## src/rtl/n1_ir_buf.sv

```systemverilog
// Instruction register with a small LIFO stash for parking/restoring IR words.
// IR load priority: forced NOP, then stash pop, then program-bus capture.
module n1_ir_buf #(
    parameter int             IW      = 16,
    parameter int             DEPTH   = 4,
    parameter logic [IW-1:0]  NOP_VAL = '0,
    parameter int             EOW_BIT = IW - 1
) (
    input  logic                       clk_i,
    input  logic                       async_rst_i,
    input  logic [IW-1:0]              pbus_dat_i,
    input  logic                       pbus_vld_i,
    output logic                       pbus_rdy_o,
    input  logic                       fc2ir_capture_i,
    input  logic                       fc2ir_stash_i,
    input  logic                       fc2ir_expend_i,
    input  logic                       fc2ir_force_nop_i,
    input  logic                       fc2ir_force_eow_i,
    input  logic                       fc2ir_flush_i,
    output logic [IW-1:0]              ir_o,
    output logic                       ir_vld_o,
    output logic                       ir_eow_o,
    output logic [IW-1:0]              stash_head_o,
    output logic [$clog2(DEPTH):0]     stash_cnt_o,
    output logic                       stash_full_o,
    output logic                       stash_empty_o,
    output logic                       stash_err_o
);
    localparam int AW = $clog2(DEPTH);
    localparam int CW = AW + 1;
    localparam logic [IW-1:0] EOW_MASK = IW'(1) << EOW_BIT;

    logic [IW-1:0] ir_q, ir_nxt;
    logic          ir_vld_q, ir_vld_nxt;
    logic [CW-1:0] cnt_q;
    logic          err_q;
    logic [IW-1:0] stk [DEPTH];

    logic          empty, full;
    logic [AW-1:0] top_idx;
    logic [IW-1:0] top, push_val;
    logic          do_push, do_pop, do_swap, blocked, err_set, stk_to_ir;

    assign empty    = (cnt_q == '0);
    assign full     = (cnt_q == CW'(DEPTH));
    assign top_idx  = AW'(cnt_q - CW'(1));
    assign top      = stk[top_idx];
    // An empty IR is parked as a NOP so a later pop never resurrects garbage.
    assign push_val = ir_vld_q ? ir_q : NOP_VAL;

    assign stk_to_ir = fc2ir_expend_i & ~empty;
    assign do_swap   = fc2ir_stash_i & stk_to_ir;
    assign blocked   = fc2ir_stash_i & fc2ir_expend_i & empty;
    assign do_push   = fc2ir_stash_i & ~fc2ir_expend_i & ~full;
    assign do_pop    = fc2ir_expend_i & ~fc2ir_stash_i & ~empty;
    assign err_set   = (fc2ir_stash_i & ~fc2ir_expend_i & full)
                     | (fc2ir_expend_i & ~fc2ir_stash_i & empty);

    assign pbus_rdy_o = fc2ir_capture_i & pbus_vld_i & ~fc2ir_force_nop_i & ~stk_to_ir;

    always_comb begin
        ir_nxt     = ir_q;
        ir_vld_nxt = ir_vld_q;
        // A swap request against an empty stash freezes the IR entirely.
        if (!blocked) begin
            if (fc2ir_force_nop_i) begin
                ir_nxt     = NOP_VAL;
                ir_vld_nxt = 1'b1;
            end else if (stk_to_ir) begin
                ir_nxt     = top;
                ir_vld_nxt = 1'b1;
            end else if (fc2ir_capture_i && pbus_vld_i) begin
                ir_nxt     = pbus_dat_i;
                ir_vld_nxt = 1'b1;
            end
            if (fc2ir_force_eow_i)
                ir_nxt = ir_nxt | EOW_MASK;
        end
    end

    always_ff @(posedge clk_i or negedge async_rst_i) begin
        if (!async_rst_i) begin
            ir_q     <= NOP_VAL;
            ir_vld_q <= 1'b0;
            cnt_q    <= '0;
            err_q    <= 1'b0;
        end else begin
            ir_q     <= ir_nxt;
            ir_vld_q <= ir_vld_nxt;
            if (err_set)
                err_q <= 1'b1;
            if (fc2ir_flush_i)
                cnt_q <= '0;
            else if (do_push)
                cnt_q <= cnt_q + CW'(1);
            else if (do_pop)
                cnt_q <= cnt_q - CW'(1);
        end
    end

    // Storage needs no reset: the count alone defines which entries are live.
    always_ff @(posedge clk_i) begin
        if (do_push)
            stk[cnt_q[AW-1:0]] <= push_val;
        else if (do_swap)
            stk[top_idx] <= push_val;
    end

    assign ir_o          = ir_q;
    assign ir_vld_o      = ir_vld_q;
    assign ir_eow_o      = ir_q[EOW_BIT] & ir_vld_q;
    assign stash_head_o  = empty ? '0 : top;
    assign stash_cnt_o   = cnt_q;
    assign stash_full_o  = full;
    assign stash_empty_o = empty;
    assign stash_err_o   = err_q;
endmodule

```

## config.mk

```make
export PLATFORM = sky130hd
export DESIGN_NAME = n1_ir_buf
export DESIGN_NICKNAME = d
export VERILOG_FILES = /design/src/rtl/n1_ir_buf.sv
export SDC_FILE = /design/constraint.sdc
export NUM_CORES = 1
export LEC_CHECK = 0
export BUFFER_PORTS_ARGS = -buffer_cell sky130_fd_sc_hd__buf_2
export CAP_MARGIN = 20
export CORE_ASPECT_RATIO = 1.4
export CORE_UTILIZATION = 58
export CTS_BUF_LIST = sky130_fd_sc_hd__clkbuf_8
export CTS_CLUSTER_SIZE = 16
export DETAILED_ROUTE_END_ITERATION = 6
export MAX_ROUTING_LAYER = met4
export PLACE_DENSITY = 0.92
export SYNTH_ARGS = -nofsm -noshare
export SYNTH_HDL_FRONTEND = slang
export SYNTH_SLANG_ARGS = --single-unit
```

## constraint.sdc

```tcl
create_clock -name clk_i -period 3.63 [get_ports clk_i]
set_input_delay 0.5445 -clock clk_i [delete_from_list [all_inputs] [get_ports clk_i]]
set_output_delay 0.5445 -clock clk_i [all_outputs]
set_load 0.005 [all_outputs]
```

==> qor.txt, run 1 <==
unrepaired setup endpoints after global routing -> no
number of CTS-inserted buffers -> 9
final hold violation count -> 0
final WL -> 8240 µm
synthesis-to-layout area growth -> 14.2%
commonest cells after routing, fill and taps aside -> buf_2, edfxtp_1, nand2_1
failing checks -> design-rule violations
row cnt -> 34
Slew @ Worst Pin -> 851 ps
Gate Count Post-Synth -> 261
crit-path max FO -> 17
fin cells -> 405
synthesized area -> 3850 µm²
via count -> 2533
startpoint types -> flop
DIE AREA -> 6970 µm²
CTS root buffer -> clkbuf_8
number of remaining DRC errors -> 12
Final WS setup -> 433 ps
Post-synth ARST share -> 0.247
syn_nets -> 289
Core Region -> 6300 µm²
Worst Skew -> 7.28 ps
die width -> 70.8 µm
crit end category -> primary output
Yosys top cell area share -> 0.499
power per standard cell area -> 515 nW/µm²
commonest non-fill, non-tap cell in the layout -> buf_2
Die H -> 98.4 µm
FMAX -> 313 MHz
Yosys top cell by area -> edfxtp_1
grt ovf -> 0
setup violators final -> 0
IO Count -> 66
first-pass GRT wire length -> 12800 µm
Total GRT Usage -> 0.260
Ys Warns -> 0
worst slack, placed -> 841 ps
cts-stage hold buffer count -> 0
Syn Area/Cell -> 14.7 µm²
slowest cell delay on critical path -> 760 ps
placed instance count -> 389
clk_lat worst skew -> 350 ps
maximum number of pins on one net before global-route repair -> 26
CP arrival -> 2650 ps
Max Cap Viol -> 0
status -> finished with violations
Initial DRC Count -> 197
CP Class -> flop to primary output
CTS clk-pin slew, worst paths -> 80 ps
ys flop type -> edfxtp_1
mean routed wirelength per cell -> 20.4 µm
VDD IR max -> 405 µV
largest cells by area after synthesis -> edfxtp_1, dfrtp_1, mux4_2
H-Tree Level Count -> 3
R2R Setup Slk -> 910 ps
initial antenna violation count -> 0
post-synthesis cell type count -> 44
Setup TNS -> 0 ps
R2R Path End -> stk[3][5]$_DFFE_PP_
post-synthesis sequential area ratio -> 0.636
worst flop-to-flop path startpoint -> stash_cnt_o[1]$_DFFE_PN0P_
Slew Limit Fails -> 0
relative slew slack -> 0.432
critical-path cell list -> inv_1 > ha_1 > buf_4 > mux4_2 > and2_1 > buf_2
detailed placement HPWL -> 5270 µm
hold slack final -> 189 ps
vias in the first global route -> 2498
min Tclk post-route -> 3200 ps
starting density of the core -> 0.611
reg2reg path depth -> 6
total iterations of the first detailed-routing run -> 7
Tcrit/Tclk final -> 0.881
CP startpoint -> stash_cnt_o[1]$_DFFE_PN0P_
Bufs on Longest Clock Path -> 2
Leak -> 1.76 nW
Antenna diodes -> 0
CTS tree -> built
Worst Path Buf+Inv -> 3
routed vias/inst -> 6.25
number of synthesized flops with an enable pin -> 64
Setup Fix Bufs, Post-CTS -> 0
CP max-delay cell -> ha_1
Critical Path RT -> 3090 ps
min-delay worst type -> input pin to asynchronous set/reset pin
input/output buffers -> 65
delay-heaviest family, CP -> adder cells
CTS Sinks -> 85
Routed Antenna Nets -> 0
final RePlAce weighted congestion -> 0.833
layout cell share with drive strength beyond 1 -> 0.360
nets -> 356
Resized cells post-CTS -> 0
#FFs+latches synth -> 85
[how the worst max path moves through the flow]
stage | end | depth (start not counted) | slack [ps]
floorplan | stk[1][0]$_DFFE_PP_ | 11 | 400
global placement | stash_head_o[5] | 6 | 930
detailed placement | stash_head_o[12] | 6 | 840
CTS | stash_head_o[12] | 6 | 440
global route | stash_head_o[12] | 6 | 300
finish | stash_head_o[12] | 6 | 430
[logic make-up after synthesis]
family | share of synthesized area
AO/OA/AOI/OAI | 0.0966
flip-flops | 0.636
AND/OR/NAND/NOR | 0.125
multiplexers | 0.0962
buffers and inverters | 0.0361
adder cells (fa/ha/maj) | 0.00975
[per-layer routing]
layer | vias up | global-route usage | routed length, µm
met2 | 148 | 0.411 | 4150
met4 | 0 | 0.122 | 212
met1 | 1261 | 0.316 | 3280
met5 | - | - | 0
li1 | 1107 | - | -
met3 | 17 | 0.0619 | 597
[area by class of cell]
type	count	area (µm²)
Tap cell	72	90.1
Timing Repair Buffer	71	370
Clock buffer	9	124
Fill cell	421	1900
Clock inverter	7	66.3
Multi-Input combinational cell	154	1270
Inverter	7	26.3
Sequential cell	85	2450
[where the power goes]
group	internal [mW]	switching [mW]
combinational	0.191	0.247
sequential	1.14	0.0357
clock	0.313	0.333
total	1.65	0.616
[cell usage after synthesis, types with 2 or more instances]
cell type,count
inv_1,6
a21boi_0,2
a21o_1,3
buf_2,3
a22oi_2,10
buf_4,2
ha_1,3
nor2b_1,3
a22oi_1,5
clkbuf_1,4
nand2b_1,2
dfrtp_1,21
and2_1,34
o21ai_0,2
edfxtp_1,64
nor2_1,5
a21oi_1,5
mux4_2,16
nand3_1,6
nand2_1,36
buf_6,6
[sequential cells by signal, summed over array words and instances, names as in the netlist]
signal	cells
ir_o	16
ir_vld_o	1
stash_cnt_o	3
stash_err_o	1
stk	64
[worst register-to-register path: cells and delay by family (launching register included)]
kind,cells,cell delay [ps]
flip-flops,1,480
AND/OR/NAND/NOR,3,1240
AO/OA/AOI/OAI,1,190
buffers and inverters,1,150
adder cells (fa/ha/maj),1,310
[metrics by stage]
stage | total power [mW] | area, µm² | util
2_1_floorplan | 1.48 | 3850 | -
3_3_place_gp | 1.62 | 4200 | 0.668
3_5_place_dp | 1.64 | 4200 | 0.668
4_1_cts | 2.27 | 4390 | 0.698
5_1_grt | 2.36 | 4390 | 0.698
6_report | 2.26 | 4390 | 0.698
(Power assumes the default switching activity.)
==> run 2, diff against run 1 <==
- ABC_AREA: default -> 1
- BUFFER_PORTS_ARGS: -buffer_cell sky130_fd_sc_hd__buf_2 -> -buffer_cell sky130_fd_sc_hd__buf_4
==> run 2 against run 1 <==
Against the previous run: the flow now finishes without violations; highest routed layer unchanged; register-to-register slack gained 60 ps; flip-flop and latch count is the same; sequential share of layout area down 4.9 points; fmax increased by 7.5%; global-route usage up 1.4 points; via count increased by 26%; clock skew fell by 0.50 ps; worst hold slack worse by 120 ps; final area grew 9.7%.
==> qor.txt, run 2 <==
reg2reg path depth -> 7 (was 6)
initial antenna violation count -> 0 (unchanged)
final WL -> 9090 µm (was 8240 µm)
Routed Antenna Nets -> 0 (unchanged)
starting density of the core -> 0.609 (was 0.611)
crit end category -> primary output (unchanged)
via count -> 3204 (was 2533)
part of the power in registers -> 0.379 (was 0.521)
path length in cells of the critical path -> 7 (was 6)
grt ovf -> 0 (unchanged)
detailed placement HPWL -> 6410 µm (was 5270 µm)
syn_nets -> 462 (was 289)
fin util -> 0.719 (was 0.698)
CTS clk-pin slew, worst paths -> 80 ps (about the same)
worst flop-to-flop path startpoint -> stash_cnt_o[1]$_DFFE_PN0P_ (unchanged)
Max Cap Viol -> 0 (unchanged)
Die H -> 101 µm (was 98.4 µm)
final hold violation count -> 0 (unchanged)
Worst Path Buf+Inv -> 3 (unchanged)
Core Region -> 6700 µm² (was 6300 µm²)
slowest cell delay on critical path -> 690 ps (was 760 ps)
#FFs+latches synth -> 85 (unchanged)
status -> finished clean (was finished with violations)
placed instance count -> 577 (was 389)
Leak -> 2.25 nW (was 1.76 nW)
relative slew slack -> 0.588 (was 0.432)
Yosys top cell area share -> 0.471 (was 0.499)
Net Sw Frac -> 0.385 (was 0.272)
Gate Count Post-Synth -> 434 (was 261)
CP arrival -> 2430 ps (was 2650 ps)
CTS tree -> built (unchanged)
combinational share of power -> 0.433 (was 0.194)
mean routed wirelength per cell -> 15.3 µm (was 20.4 µm)
Tcrit/Tclk final -> 0.819 (was 0.881)
die width -> 72.9 µm (was 70.8 µm)
Slew Limit Fails -> 0 (unchanged)
Largest Register -> stk (unchanged)
delay-heaviest family, CP -> adder cells (unchanged)
Bufs on Longest Clock Path -> 2 (unchanged)
maximum number of pins on one net before global-route repair -> 37 (was 26)
ys flop type -> edfxtp_1 (unchanged)
Post-synth ARST share -> 0.247 (unchanged)
vias in the first global route -> 3036 (was 2498)
commonest non-fill, non-tap cell in the layout -> nand2_1 (was buf_2)
Total GRT Usage -> 0.274 (was 0.260)
synthesized area -> 4080 µm² (was 3850 µm²)
Setup Fix Bufs, Post-CTS -> 0 (unchanged)
DIE AREA -> 7380 µm² (was 6970 µm²)
CTS root buffer -> clkbuf_8 (unchanged)
clk_lat worst skew -> 360 ps (was 350 ps)
Antenna diodes -> 0 (unchanged)
Setup TNS -> 0 ps (unchanged)
largest cells by area after synthesis -> edfxtp_1, nand2_1, dfrtp_1 (was edfxtp_1, dfrtp_1, mux4_2)
most frequent cells after synthesis -> nand2_1, edfxtp_1, nor2_1 (was edfxtp_1, nand2_1, and2_1)
number of CTS-inserted buffers -> 9 (unchanged)
commonest cells after routing, fill and taps aside -> nand2_1, buf_4, edfxtp_1 (was buf_2, edfxtp_1, nand2_1)
setup violators final -> 0 (unchanged)
most frequent cell after synthesis -> nand2_1 (was edfxtp_1)
min-delay worst type -> input pin to asynchronous set/reset pin (unchanged)
Yosys top cell by area -> edfxtp_1 (unchanged)
CP Class -> flop to primary output (unchanged)
IO Count -> 66 (unchanged)
R2R Setup Slk -> 970 ps (was 910 ps)
routed vias/inst -> 5.40 (was 6.25)
Clk pwr share -> 0.188 (was 0.285)
power per standard cell area -> 812 nW/µm² (was 515 nW/µm²)
critical-path cell list -> inv_1 > ha_1 > inv_2 > nand3_1 > nand2_1 > nor2_1 > buf_4 (was inv_1 > ha_1 > buf_4 > mux4_2 > and2_1 > buf_2)
VDD IR max -> 460 µV (was 405 µV)
cts-stage hold buffer count -> 0 (unchanged)
CP max-delay cell -> ha_1 (unchanged)
post-synthesis cell type count -> 28 (was 44)
nets -> 524 (was 356)
FMAX -> 336 MHz (was 313 MHz)
number of synthesized flops with an enable pin -> 64 (unchanged)
post-synthesis sequential area ratio -> 0.599 (was 0.636)
first-pass GRT wire length -> 14300 µm (was 12800 µm)
unrepaired setup endpoints after global routing -> no (unchanged)
synthesis-to-layout area growth -> 18.0% (was 14.2%)
Worst Skew -> 6.78 ps (was 7.28 ps)
Critical Path RT -> 3090 ps (about the same)
crit-path max FO -> 19 (was 17)
Initial DRC Count -> 269 (was 197)
H-Tree Level Count -> 3 (unchanged)
row cnt -> 35 (was 34)
Internal -> 2.41 mW (was 1.65 mW)
fin cells -> 593 (was 405)
min Tclk post-route -> 2970 ps (was 3200 ps)
Ys Warns -> 0 (unchanged)
CP startpoint -> stash_cnt_o[1]$_DFFE_PN0P_ (unchanged)
input/output buffers -> 65 (unchanged)
CTS Sinks -> 85 (unchanged)
layout cell share with drive strength beyond 1 -> 0.228 (was 0.360)
Syn Area/Cell -> 9.41 µm² (was 14.7 µm²)
max reg flops -> 64 (unchanged)
startpoint types -> flop (unchanged)
total iterations of the first detailed-routing run -> 5 (was 7)
number of remaining DRC errors -> 0 (was 12)
Sw Pwr -> 1.51 mW (was 0.616 mW)
Resized cells post-CTS -> 0 (unchanged)
final RePlAce weighted congestion -> 0.831 (was 0.833)
Slew @ Worst Pin -> 618 ps (was 851 ps)
## run 2: changes by cell type after synthesis, moves of 5 or more
cell     change
nand3_2      +8
and2_1      -34
buf_2        +9
nor2_1      +51
a22oi_2     -10
nand3_1     +44
inv_2        +7
nand2_1    +113
mux4_2      -16
a22oi_1      -5
inv_1       +24
## run 2: power by group through the flow
stage          combinational, mW  sequential (mW)  clock [mW]
2_1_floorplan               1.03             1.48           0
3_3_place_gp                1.59             1.49           0
3_5_place_dp                1.67             1.50           0
4_1_cts                     1.69             1.49       0.739
5_1_grt                     1.87             1.50       0.776
6_report                    1.69             1.49       0.735
## run 2: per-stage QoR
stage / area [µm²] / hold WS, ps / worst slack [ps] / total power [mW]
global placement: 4590 / 446 / 1180 / 3.08
detailed placement: 4590 / 450 / 1020 / 3.18
floorplan: 4080 / 249 / 874 / 2.51
global route: 4820 / 75.8 / 479 / 4.15
finish: 4820 / 67.3 / 656 / 3.91
CTS: 4820 / 63.5 / 681 / 3.92
## run 2: worst paths after layout
check	endpoint
worst max-delay path	stash_head_o[9]
worst min-delay path	ir_o[4]$_DFFE_PN0P_
worst max register to register	stk[1][10]$_DFFE_PP_
worst min register to register	stash_err_o$_DFFE_PN0P_
max in group asynchronous	ir_o[9]$_DFFE_PN0P_
min in group clk_i	stash_err_o$_DFFE_PN0P_
## run 2: layout make-up
| type | instances | area, µm² |
|---|---|---|
| Clock buffer | 10 | 138 |
| Inverter | 39 | 154 |
| Fill cell | 472 | 1880 |
| Clock inverter | 6 | 86.3 |
| Tap cell | 92 | 115 |
| Multi-Input combinational cell | 290 | 1350 |
| Timing Repair Buffer | 71 | 533 |
| Sequential cell | 85 | 2450 |
## run 2: cells by family (layout without fill, tap and decap cells)
group / after synthesis / after routing / synth area share
and+or+nand+nor: 278 / 278 / 0.306
DFF: 85 / 85 / 0.599
buffers and inverters: 59 / 126 / 0.0711
AOI/OAI and AO/OA: 7 / 7 / 0.00981
adders and majority gates: 3 / 3 / 0.00919
xor gates and xnor gates: 2 / 2 / 0.00429
## run 2: per-layer routing
| layer | GRT usage | wire, µm | vias up | part of all wire |
|---|---|---|---|---|
| met4 | 0.0935 | 133 | 0 | 0.015 |
| met3 | 0.0428 | 633 | 14 | 0.070 |
| met2 | 0.466 | 4790 | 159 | 0.53 |
| met5 | - | 0 | - | 0 |
| li1 | - | - | 1521 | - |
| met1 | 0.332 | 3540 | 1510 | 0.39 |
